[src/rtl/spi_cmd_master_if.sv]
// Control handshake and SPI pin bundle for spi_cmd_master.
// The master modport is the controller's view; the slave modport is the requester/flash side.
interface spi_cmd_master_if #(
  parameter int CMD_W        = 8,
  parameter int MAX_RX_BYTES = 4
);
  localparam int LEN_W = $clog2(MAX_RX_BYTES + 1);

  logic                      start;
  logic [CMD_W-1:0]          cmd;
  logic [LEN_W-1:0]          rx_len;
  logic                      busy;
  logic                      done;
  logic [8*MAX_RX_BYTES-1:0] rx_data;
  logic                      cs_n;
  logic                      sclk;
  logic                      mosi;
  logic                      miso;

  modport master (
    input  start, cmd, rx_len, miso,
    output busy, done, rx_data, cs_n, sclk, mosi
  );

  modport slave (
    output start, cmd, rx_len, miso,
    input  busy, done, rx_data, cs_n, sclk, mosi
  );
endinterface

[src/rtl/spi_cmd_master.sv]
// SPI command master: asserts CS, shifts a CMD_W-bit instruction out MSB-first, reads 0..MAX_RX_BYTES bytes.
// Every bit is CLK_DIV cycles with sclk low then CLK_DIV cycles high; CPOL only sets the idle level.
module spi_cmd_master #(
  parameter int   CLK_DIV      = 4,
  parameter int   CMD_W        = 8,
  parameter int   MAX_RX_BYTES = 4,
  parameter logic CPOL         = 1'b0
) (
  input logic              clk,
  input logic              reset,
  spi_cmd_master_if.master bus
);
  localparam int LEN_W    = $clog2(MAX_RX_BYTES + 1);
  localparam int RX_W     = 8 * MAX_RX_BYTES;
  localparam int MAX_BITS = (CMD_W > RX_W) ? CMD_W : RX_W;
  localparam int BIT_W    = $clog2(MAX_BITS + 1);
  localparam int DIV_W    = (CLK_DIV > 1) ? $clog2(CLK_DIV) : 1;

  typedef enum logic [2:0] {
    IDLE,
    ASSERT_CS,
    SEND_CMD,
    GET_DATA,
    DEASSERT_CS
  } state_t;

  state_t           state;
  logic [DIV_W-1:0] div_cnt;
  logic             phase;
  logic [BIT_W-1:0] bit_cnt;
  logic [CMD_W-1:0] cmd_sh;
  logic [RX_W-1:0]  rx_sh;
  logic [RX_W-1:0]  rx_data;
  logic [LEN_W-1:0] len_q;
  logic             busy;
  logic             done;
  logic             cs_n;
  logic             sclk;
  logic             mosi;
  logic             half_end;

  assign half_end    = (div_cnt == DIV_W'(CLK_DIV - 1));
  assign bus.busy    = busy;
  assign bus.done    = done;
  assign bus.rx_data = rx_data;
  assign bus.cs_n    = cs_n;
  assign bus.sclk    = sclk;
  assign bus.mosi    = mosi;

  always_ff @(posedge clk or posedge reset) begin
    if (reset) begin
      state   <= IDLE;
      div_cnt <= '0;
      phase   <= 1'b0;
      bit_cnt <= '0;
      cmd_sh  <= '0;
      rx_sh   <= '0;
      rx_data <= '0;
      len_q   <= '0;
      busy    <= 1'b0;
      done    <= 1'b0;
      cs_n    <= 1'b1;
      sclk    <= CPOL;
      mosi    <= 1'b0;
    end else begin
      done <= 1'b0;
      case (state)
        IDLE: begin
          div_cnt <= '0;
          phase   <= 1'b0;
          // The done cycle refuses start so a held request still sees one idle cycle.
          if (bus.start && !done) begin
            state  <= ASSERT_CS;
            cs_n   <= 1'b0;
            busy   <= 1'b1;
            mosi   <= bus.cmd[CMD_W-1];
            cmd_sh <= {bus.cmd[CMD_W-2:0], 1'b0};
            len_q  <= (bus.rx_len > LEN_W'(MAX_RX_BYTES)) ? LEN_W'(MAX_RX_BYTES) : bus.rx_len;
            rx_sh  <= '0;
          end
        end

        ASSERT_CS: begin
          if (half_end) begin
            state   <= SEND_CMD;
            div_cnt <= '0;
            phase   <= 1'b0;
            sclk    <= 1'b0;
            bit_cnt <= BIT_W'(CMD_W - 1);
          end else begin
            div_cnt <= div_cnt + DIV_W'(1);
          end
        end

        SEND_CMD, GET_DATA: begin
          if (!half_end) begin
            div_cnt <= div_cnt + DIV_W'(1);
          end else begin
            div_cnt <= '0;
            phase   <= ~phase;
            if (!phase) begin
              // This edge raises sclk; miso has been stable for the whole low half.
              sclk <= 1'b1;
              if (state == GET_DATA) rx_sh <= {rx_sh[RX_W-2:0], bus.miso};
            end else if (bit_cnt != '0) begin
              sclk    <= 1'b0;
              bit_cnt <= bit_cnt - BIT_W'(1);
              if (state == SEND_CMD) begin
                mosi   <= cmd_sh[CMD_W-1];
                cmd_sh <= {cmd_sh[CMD_W-2:0], 1'b0};
              end
            end else if (state == SEND_CMD && len_q != '0) begin
              state   <= GET_DATA;
              sclk    <= 1'b0;
              mosi    <= 1'b0;
              bit_cnt <= BIT_W'({len_q, 3'b000}) - BIT_W'(1);
            end else begin
              state <= DEASSERT_CS;
              sclk  <= CPOL;
              cs_n  <= 1'b1;
              mosi  <= 1'b0;
            end
          end
        end

        DEASSERT_CS: begin
          if (half_end) begin
            state   <= IDLE;
            div_cnt <= '0;
            busy    <= 1'b0;
            done    <= 1'b1;
            rx_data <= rx_sh;
          end else begin
            div_cnt <= div_cnt + DIV_W'(1);
          end
        end

        default: begin
          state   <= IDLE;
          div_cnt <= '0;
          cs_n    <= 1'b1;
          sclk    <= CPOL;
          mosi    <= 1'b0;
          busy    <= 1'b0;
        end
      endcase
    end
  end
endmodule

[src/flat_wrapper.sv]
// flat-port wrapper written by rule: the top's interface ports become plain ports
module spi_cmd_master_flat 
#(
  parameter int   CLK_DIV      = 4,
  parameter int   CMD_W        = 8,
  parameter int   MAX_RX_BYTES = 4,
  parameter logic CPOL         = 1'b0
)
  (clk, reset, bus_start, bus_cmd, bus_rx_len, bus_miso, bus_busy, bus_done, bus_rx_data, bus_cs_n, bus_sclk, bus_mosi);
  spi_cmd_master_if #(.CMD_W(CMD_W), .MAX_RX_BYTES(MAX_RX_BYTES)) bus_i ();
  input logic clk;
  input logic reset;
  input wire logic [$bits(bus_i.start)-1:0] bus_start;
  input wire logic [$bits(bus_i.cmd)-1:0] bus_cmd;
  input wire logic [$bits(bus_i.rx_len)-1:0] bus_rx_len;
  input wire logic [$bits(bus_i.miso)-1:0] bus_miso;
  output wire logic [$bits(bus_i.busy)-1:0] bus_busy;
  output wire logic [$bits(bus_i.done)-1:0] bus_done;
  output wire logic [$bits(bus_i.rx_data)-1:0] bus_rx_data;
  output wire logic [$bits(bus_i.cs_n)-1:0] bus_cs_n;
  output wire logic [$bits(bus_i.sclk)-1:0] bus_sclk;
  output wire logic [$bits(bus_i.mosi)-1:0] bus_mosi;
  assign bus_i.start = bus_start;
  assign bus_i.cmd = bus_cmd;
  assign bus_i.rx_len = bus_rx_len;
  assign bus_i.miso = bus_miso;
  assign bus_busy = bus_i.busy;
  assign bus_done = bus_i.done;
  assign bus_rx_data = bus_i.rx_data;
  assign bus_cs_n = bus_i.cs_n;
  assign bus_sclk = bus_i.sclk;
  assign bus_mosi = bus_i.mosi;
  spi_cmd_master #(.CLK_DIV(CLK_DIV), .CMD_W(CMD_W), .MAX_RX_BYTES(MAX_RX_BYTES), .CPOL(CPOL)) u_core (.clk(clk), .reset(reset), .bus(bus_i));
endmodule
[config.mk]
export PLATFORM = sky130hd
export DESIGN_NAME = spi_cmd_master_flat
export DESIGN_NICKNAME = d
export VERILOG_FILES = /design/src/rtl/spi_cmd_master_if.sv /design/src/rtl/spi_cmd_master.sv /design/src/flat_wrapper.sv
export SDC_FILE = /design/constraint.sdc
export NUM_CORES = 1
export LEC_CHECK = 0
export BUFFER_PORTS_ARGS = -buffer_cell sky130_fd_sc_hd__clkbuf_2
export CORE_MARGIN = 2
export CORE_UTILIZATION = 30
export DETAILED_ROUTE_END_ITERATION = 6
export GPL_TIMING_DRIVEN = 1
export MAX_ROUTING_LAYER = met4
export SYNTH_ARGS = -nofsm -noshare
export SYNTH_HDL_FRONTEND = slang
export SYNTH_SLANG_ARGS = --single-unit
[constraint.sdc]
create_clock -name clk -period 2.6 [get_ports clk]
set_clock_uncertainty 0.2 [all_clocks]
set_input_delay 0.13 -clock clk [delete_from_list [all_inputs] [get_ports clk]]
set_output_delay 0.13 -clock clk [all_outputs]
set_load 0.005 [all_outputs]
* Yosys cells after proc, flatten, opt, wreduce, memory -nomap -nowiden
Cells that the tools add are included. Widths: inputs -> output; s select.
Operators by class: add/subtract/negate cells 3, order comparisons 1, equal/unequal tests 18, mux-type cells 50, bitwise logic cells 4, reduce and logical (&&, ||, !) cells 25
Operators by type and width (number):
- $mux 32 | 4
- $pmux 32 s2 | 1
- $mux 8 | 5
- $mux 6 | 5
- $mux 3 | 8
- $reduce_and 6->1 | 3
- $mux 1 | 17
- $ne 2x1->1 const B | 8
- $pmux 8 s2 | 1
- $pmux 1 s3 | 5
- $reduce_and 5->1 | 3
- $pmux 3 s4 | 1
- $pmux 6 s2 | 1
- $sub 6x1->6 const B | 2
- $reduce_and 3->1 | 3
- $eq 3x2->1 const B | 2
- $ne 2x2->1 const B | 3
- $reduce_bool 3->1 | 2
- $reduce_bool 6->1 | 1
- $reduce_or 2->1 | 3
- $mux 2 | 2
- $not 1->1 | 4
- $reduce_and 2->1 | 2
- $reduce_bool 2->1 | 2
- 12 further kinds | 13
Storage, ports and cells: register bits 92, input port bits 15, output and inout bits 37, logic and storage cells 114

* Longest topological paths before layout
word-level depth 7, mapped depth 7, gate-level depth less buffers 6

* Worst setup path before layout
OpenSTA, ideal clock, no wires.
kind register -> register, from reg u_core.bit_cnt[0], to reg u_core.cmd_sh[2], library setup time 125 ps, arrival 1729 ps, required time 2275 ps, slack 546 ps, cell stages (with the launch flop) 7, path buffers 0, clock period less this slack 2054 ps, cell sequence dfrtp_1 > inv_1 > ha_1 > or4b_4 > nor2_4 > o21ai_4 > mux2_4
On the way: longest elaborated chain between the ends 3
RTL lines:
- start: declaration | line spi_cmd_master.sv:30 | logic [BIT_W-1:0] bit_cnt;
- start signal: assignment | line spi_cmd_master.sv:89 | bit_cnt <= BIT_W'(CMD_W - 1);
- start signal: assignment | line spi_cmd_master.sv:107 | bit_cnt <= bit_cnt - BIT_W'(1);
- start signal: assignment | line spi_cmd_master.sv:116 | bit_cnt <= BIT_W'({len_q, 3'b000}) - BIT_W'(1);
- $reduce_bool 6->1 | line spi_cmd_master.sv:105 | end else if (bit_cnt != '0) begin
- $ne 2x1->1 (no line)
- $reduce_and 6->1 (no line)
- end signal: assignment | line spi_cmd_master.sv:77 | cmd_sh <= {bus.cmd[CMD_W-2:0], 1'b0};
- end signal: assignment | line spi_cmd_master.sv:110 | cmd_sh <= {cmd_sh[CMD_W-2:0], 1'b0};
- end: declaration | line spi_cmd_master.sv:31 | logic [CMD_W-1:0] cmd_sh;
Every way passes these cells. A chain may end at the register's enable or synchronous reset.

* Worst setup path in the final report
from reg u_core.state[0], to reg u_core.rx_sh[8]
On the way: longest elaborated chain between the ends 4, elaborated cells on any way between the ends 11, classes of those cells 6 x eq/ne; 1 x mux; 4 x reduce/logical
RTL lines:
- start: declaration | line spi_cmd_master.sv:27 | state_t state;
- start signal: assignment | line spi_cmd_master.sv:52 | state <= IDLE;
- start signal: assignment | line spi_cmd_master.sv:73 | state <= ASSERT_CS;
- start signal: assignment | line spi_cmd_master.sv:85 | state <= SEND_CMD;
- $eq 3x2->1 (on tied branches) | line spi_cmd_master.sv:67, spi_cmd_master.sv:104
- $reduce_or 2->1 | line spi_cmd_master.sv:67 | case (state)
- $ne 2x2->1 (no line), or another cell as far along
- $reduce_and 5->1 (no line)
- end signal: assignment | line spi_cmd_master.sv:104 | if (state == GET_DATA) rx_sh <= {rx_sh[RX_W-2:0], bus.miso};
- end: declaration | line spi_cmd_master.sv:32 | logic [RX_W-1:0] rx_sh;
Several ways; a longest one is shown, not always the timed one.

==> metrics.txt <==
result of the run finished clean; area of the multi-input gates 1629 um^2; utilization of the core after routing 37.37%; library cell used as clock root buffer clkbuf_16; Port Buffer Count 51; Cells on Worst Hold Path 4; number of nets in the layout 461; final wirelength 8062 um; post-synthesis share of cell area spent on xor and xnor gates 0.4292%; netlist area before placement 4081 um^2; count of non-filler cells in the finished layout 623; CTS tree built; HPWL reported at the end of detailed placement 5430 um; number of placed instances, taps included 592; remaining design rule violation count 0; worst slew margin relative to its limit 33.32%; list of cells traversed by the critical path or4b_1 -> a21o_2 -> nand2_1 -> o21ai_1; number of placement rows 42; mean cell area of the mapped netlist 10.66 um^2; P_leak 2.619 nW; post-place instance area 4511 um^2; total power after layout 2.746 mW; post-layout min period 2.357 ns; worst hold slack 0.08619 ns; starting DRC count in detailed routing 175; H-tree Lvls 3; fraction of layout instances using a drive strength above 1 22.60%; worst hold endpoint u_core.bus.cs_n$_DFFE_PP1P_; routability congestion estimate 0.8655; required time at the worst-slack endpoint 2.58 ns; post-synth top area cell dfrtp_1; crit path max-delay cell type or4b_1; simple logic cell fraction of the synthesized area 14.75%; delay-heaviest family, CP simple AND/OR/NAND/NOR gates; drt wl/cell 12.94 um; via count 2871; Worst-path clk slew 0.06 ns; kind of critical path flip-flop to flip-flop; placeable core region 13240 um^2; startpoint class of the critical path flip-flop; latest clock arrival within the worst-skew pair 0.34 ns; Setup WS pre-CTS 0.2401 ns; largest family of logic cells by synthesized area simple AND/OR/NAND/NOR gates; I/O pin total 52; Worst R2R Setup Slack 0.24 ns; number of global-route vias before repair 2834; Slowest Stage Delay on Critical Path 0.61 ns; pin count of the biggest net entering global routing 65; source of the worst register-to-register timing path u_core.state[0]$_DFFE_PP0P_; effective utilization at floorplan 30.82%; Buf+Inv Stages, Crit Path 0; highest attainable clock frequency 0.4243 GHz; critical path depth in cells 4; Worst Path Max Fanout 64; power density over the cells 554.9 nW/um^2; final worst setup slack 0.2434 ns; TNS Setup 0 ns; area fraction of the dominant cell type after synthesis 55.18%; mux share of post-synthesis cell area 11.83%; cells taking the most area after synthesis dfrtp_1 55%, nand2_1 8.4%, mux2_1 5.8%; maximum buffer depth of the clock tree 2; number of instances in the synthesized netlist 383; number of fillers in the final layout 1336; max cap viols 0; post-synthesis sequential element count 91; worst r2r dst u_core.rx_sh[8]$_DFFE_PP0P_; die height 120.6 um; Storage cell area 2278 um^2; count of warnings emitted by yosys 0; global-route wire length before repair 13790 um; Max rail drop VDD 0.0002722 V; clock buffer count from CTS 9; final hold vios 0; share of the yosys chip area belonging to registers 55.82%; proportion of register bits with asynchronous set or reset after synthesis 100.0%; fraction of the cycle the final worst path needs 90.64%; number of antenna violations at the first check in global routing 0; antenna-violating nets left 0; endpoint kind of the worst setup timing path flip-flop; unrepaired setup endpoints after global routing false; number of different library cells in the post-synthesis netlist 51; adder-cell share of the synthesized area 1.226%; die extent in x 120.6 um; number of cells traversed by the worst register-to-register path 4; EDFF count, synth 0; count of antenna diodes in the layout 0; Worst-Margin Slew 1.000 ns; nets in the synthesized netlist 402; first-pass iteration count of the detailed router 7; total congestion overflow 0; Hold Path Class input pin to flip-flop; startpoint of the most critical hold path bus_start; cell area after layout 4949 um^2; clock sinks 91; Max Slew Vio Count 0; fraction of the mapped netlist area in compound gates 11.34%; overall die area 14550 um^2; Area Overhead vs Synth 21.24%; GRT Overall Usage 12.30%; prevailing post-synth register cell dfrtp_1; count of endpoints failing setup in the final report 0; signal arrival time at the worst endpoint 2.34 ns; average via count per standard cell 4.608
[worst max-delay path by stage]
stage / end / startpoint
6_report: u_core.rx_sh[8]$_DFFE_PP0P_ / u_core.state[0]$_DFFE_PP0P_
5_1_grt: u_core.rx_sh[3]$_DFFE_PP0P_ / u_core.state[1]$_DFFE_PP0P_
4_1_cts: u_core.rx_sh[8]$_DFFE_PP0P_ / u_core.state[1]$_DFFE_PP0P_
3_5_place_dp: u_core.rx_sh[8]$_DFFE_PP0P_ / u_core.state[0]$_DFFE_PP0P_
3_3_place_gp: u_core.rx_sh[10]$_DFFE_PP0P_ / u_core.state[1]$_DFFE_PP0P_
2_1_floorplan: u_core.cmd_sh[2]$_DFFE_PP0P_ / u_core.bit_cnt[0]$_DFFE_PP0P_
[synth_stat cells (3+ instances only)]
library cell,instances
o22ai_1,3
mux2_2,13
buf_4,3
o31ai_1,3
mux2_1,21
nand2b_1,7
clkbuf_1,9
mux2_4,6
inv_1,13
o21ai_0,8
o211ai_1,3
dfrtp_1,90
nor3_1,5
and3_1,3
buf_2,6
nor2_1,8
nand2_1,91
nand3_1,3
a21oi_1,9
buf_6,4
o21ai_1,36
ha_1,4
[placed cells by master (no fill, tap or decap), types with 7 or more instances in the layout]
cell           netlist  layout
nand2_1             91      91
dfrtp_1             90      90
mux2_1              21      21
clkbuf_16            0       9
o21ai_1             36      36
a21oi_1              9       9
o21ai_0              8       8
nor2_1               8       8
dlygate4sd3_1        0      15
inv_1               13      12
nand2b_1             7       7
clkbuf_2             0      51
mux2_2              13      13
[where the power goes]
group / total, mW / switching [mW] / internal [mW] / leakage (nW)
logic: 0.0631 / 0.0348 / 0.0283 / 1.42
clock network: 1.27 / 0.521 / 0.746 / 0.137
registers: 1.42 / 0 / 1.42 / 1.07
total: 2.75 / 0.556 / 2.19 / 2.62
[repair_timing]
action	CTS	global route
endpoints found under the hold margin	102	0
setup buffers	0	0
endpoints found under the setup margin	0	0
gates resized for setup	0	0
hold buffers	15	0
[cells by family (layout without fill, tap and decap cells)]
kind of cell    Yosys count  in the layout
simple gates            132            132
flops                    91             91
compound gates           77             77
mux                      41             41
buf+inv                  36            100
fa+ha+maj                 4              4
xor+xnor                  2              2
[sequential cells by signal (all words and copies together) (netlist names)]
name	cells
u_core.bit_cnt	6
u_core.bus.busy	1
u_core.bus.cs_n	1
u_core.bus.done	1
u_core.bus.mosi	1
u_core.bus.rx_data	32
u_core.bus.sclk	1
u_core.cmd_sh	7
u_core.div_cnt	2
u_core.len_q	3
u_core.phase	1
u_core.rx_sh	32
u_core.state	3
[worst min-delay path: stages]
cell and delay (ns):
clkbuf_2 0.10, or3b_1 0.16, a211oi_1 0.07, a21oi_1 0.12
[metal layers]
metal  track usage, %  up-vias  part of all wire (%)
li1                 -     1426                     -
met5                -        -                     0
met3            4.906        7                   5.3
met2            18.11       61                    45
met1            15.78     1377                    49
met4            3.343        0                   1.2
[final cells by class]
cell class                      instances  share of cell area, %
Inverter                               13                  1.062
Sequential cell                        91                  46.04
Timing Repair Buffer                   71                  9.709
Tap cell                              176                  4.450
Multi-Input combinational cell        256                  32.92
Clock buffer                           12                  4.779
Clock inverter                          4                  1.037
Power figures use the tool's default switching activity.
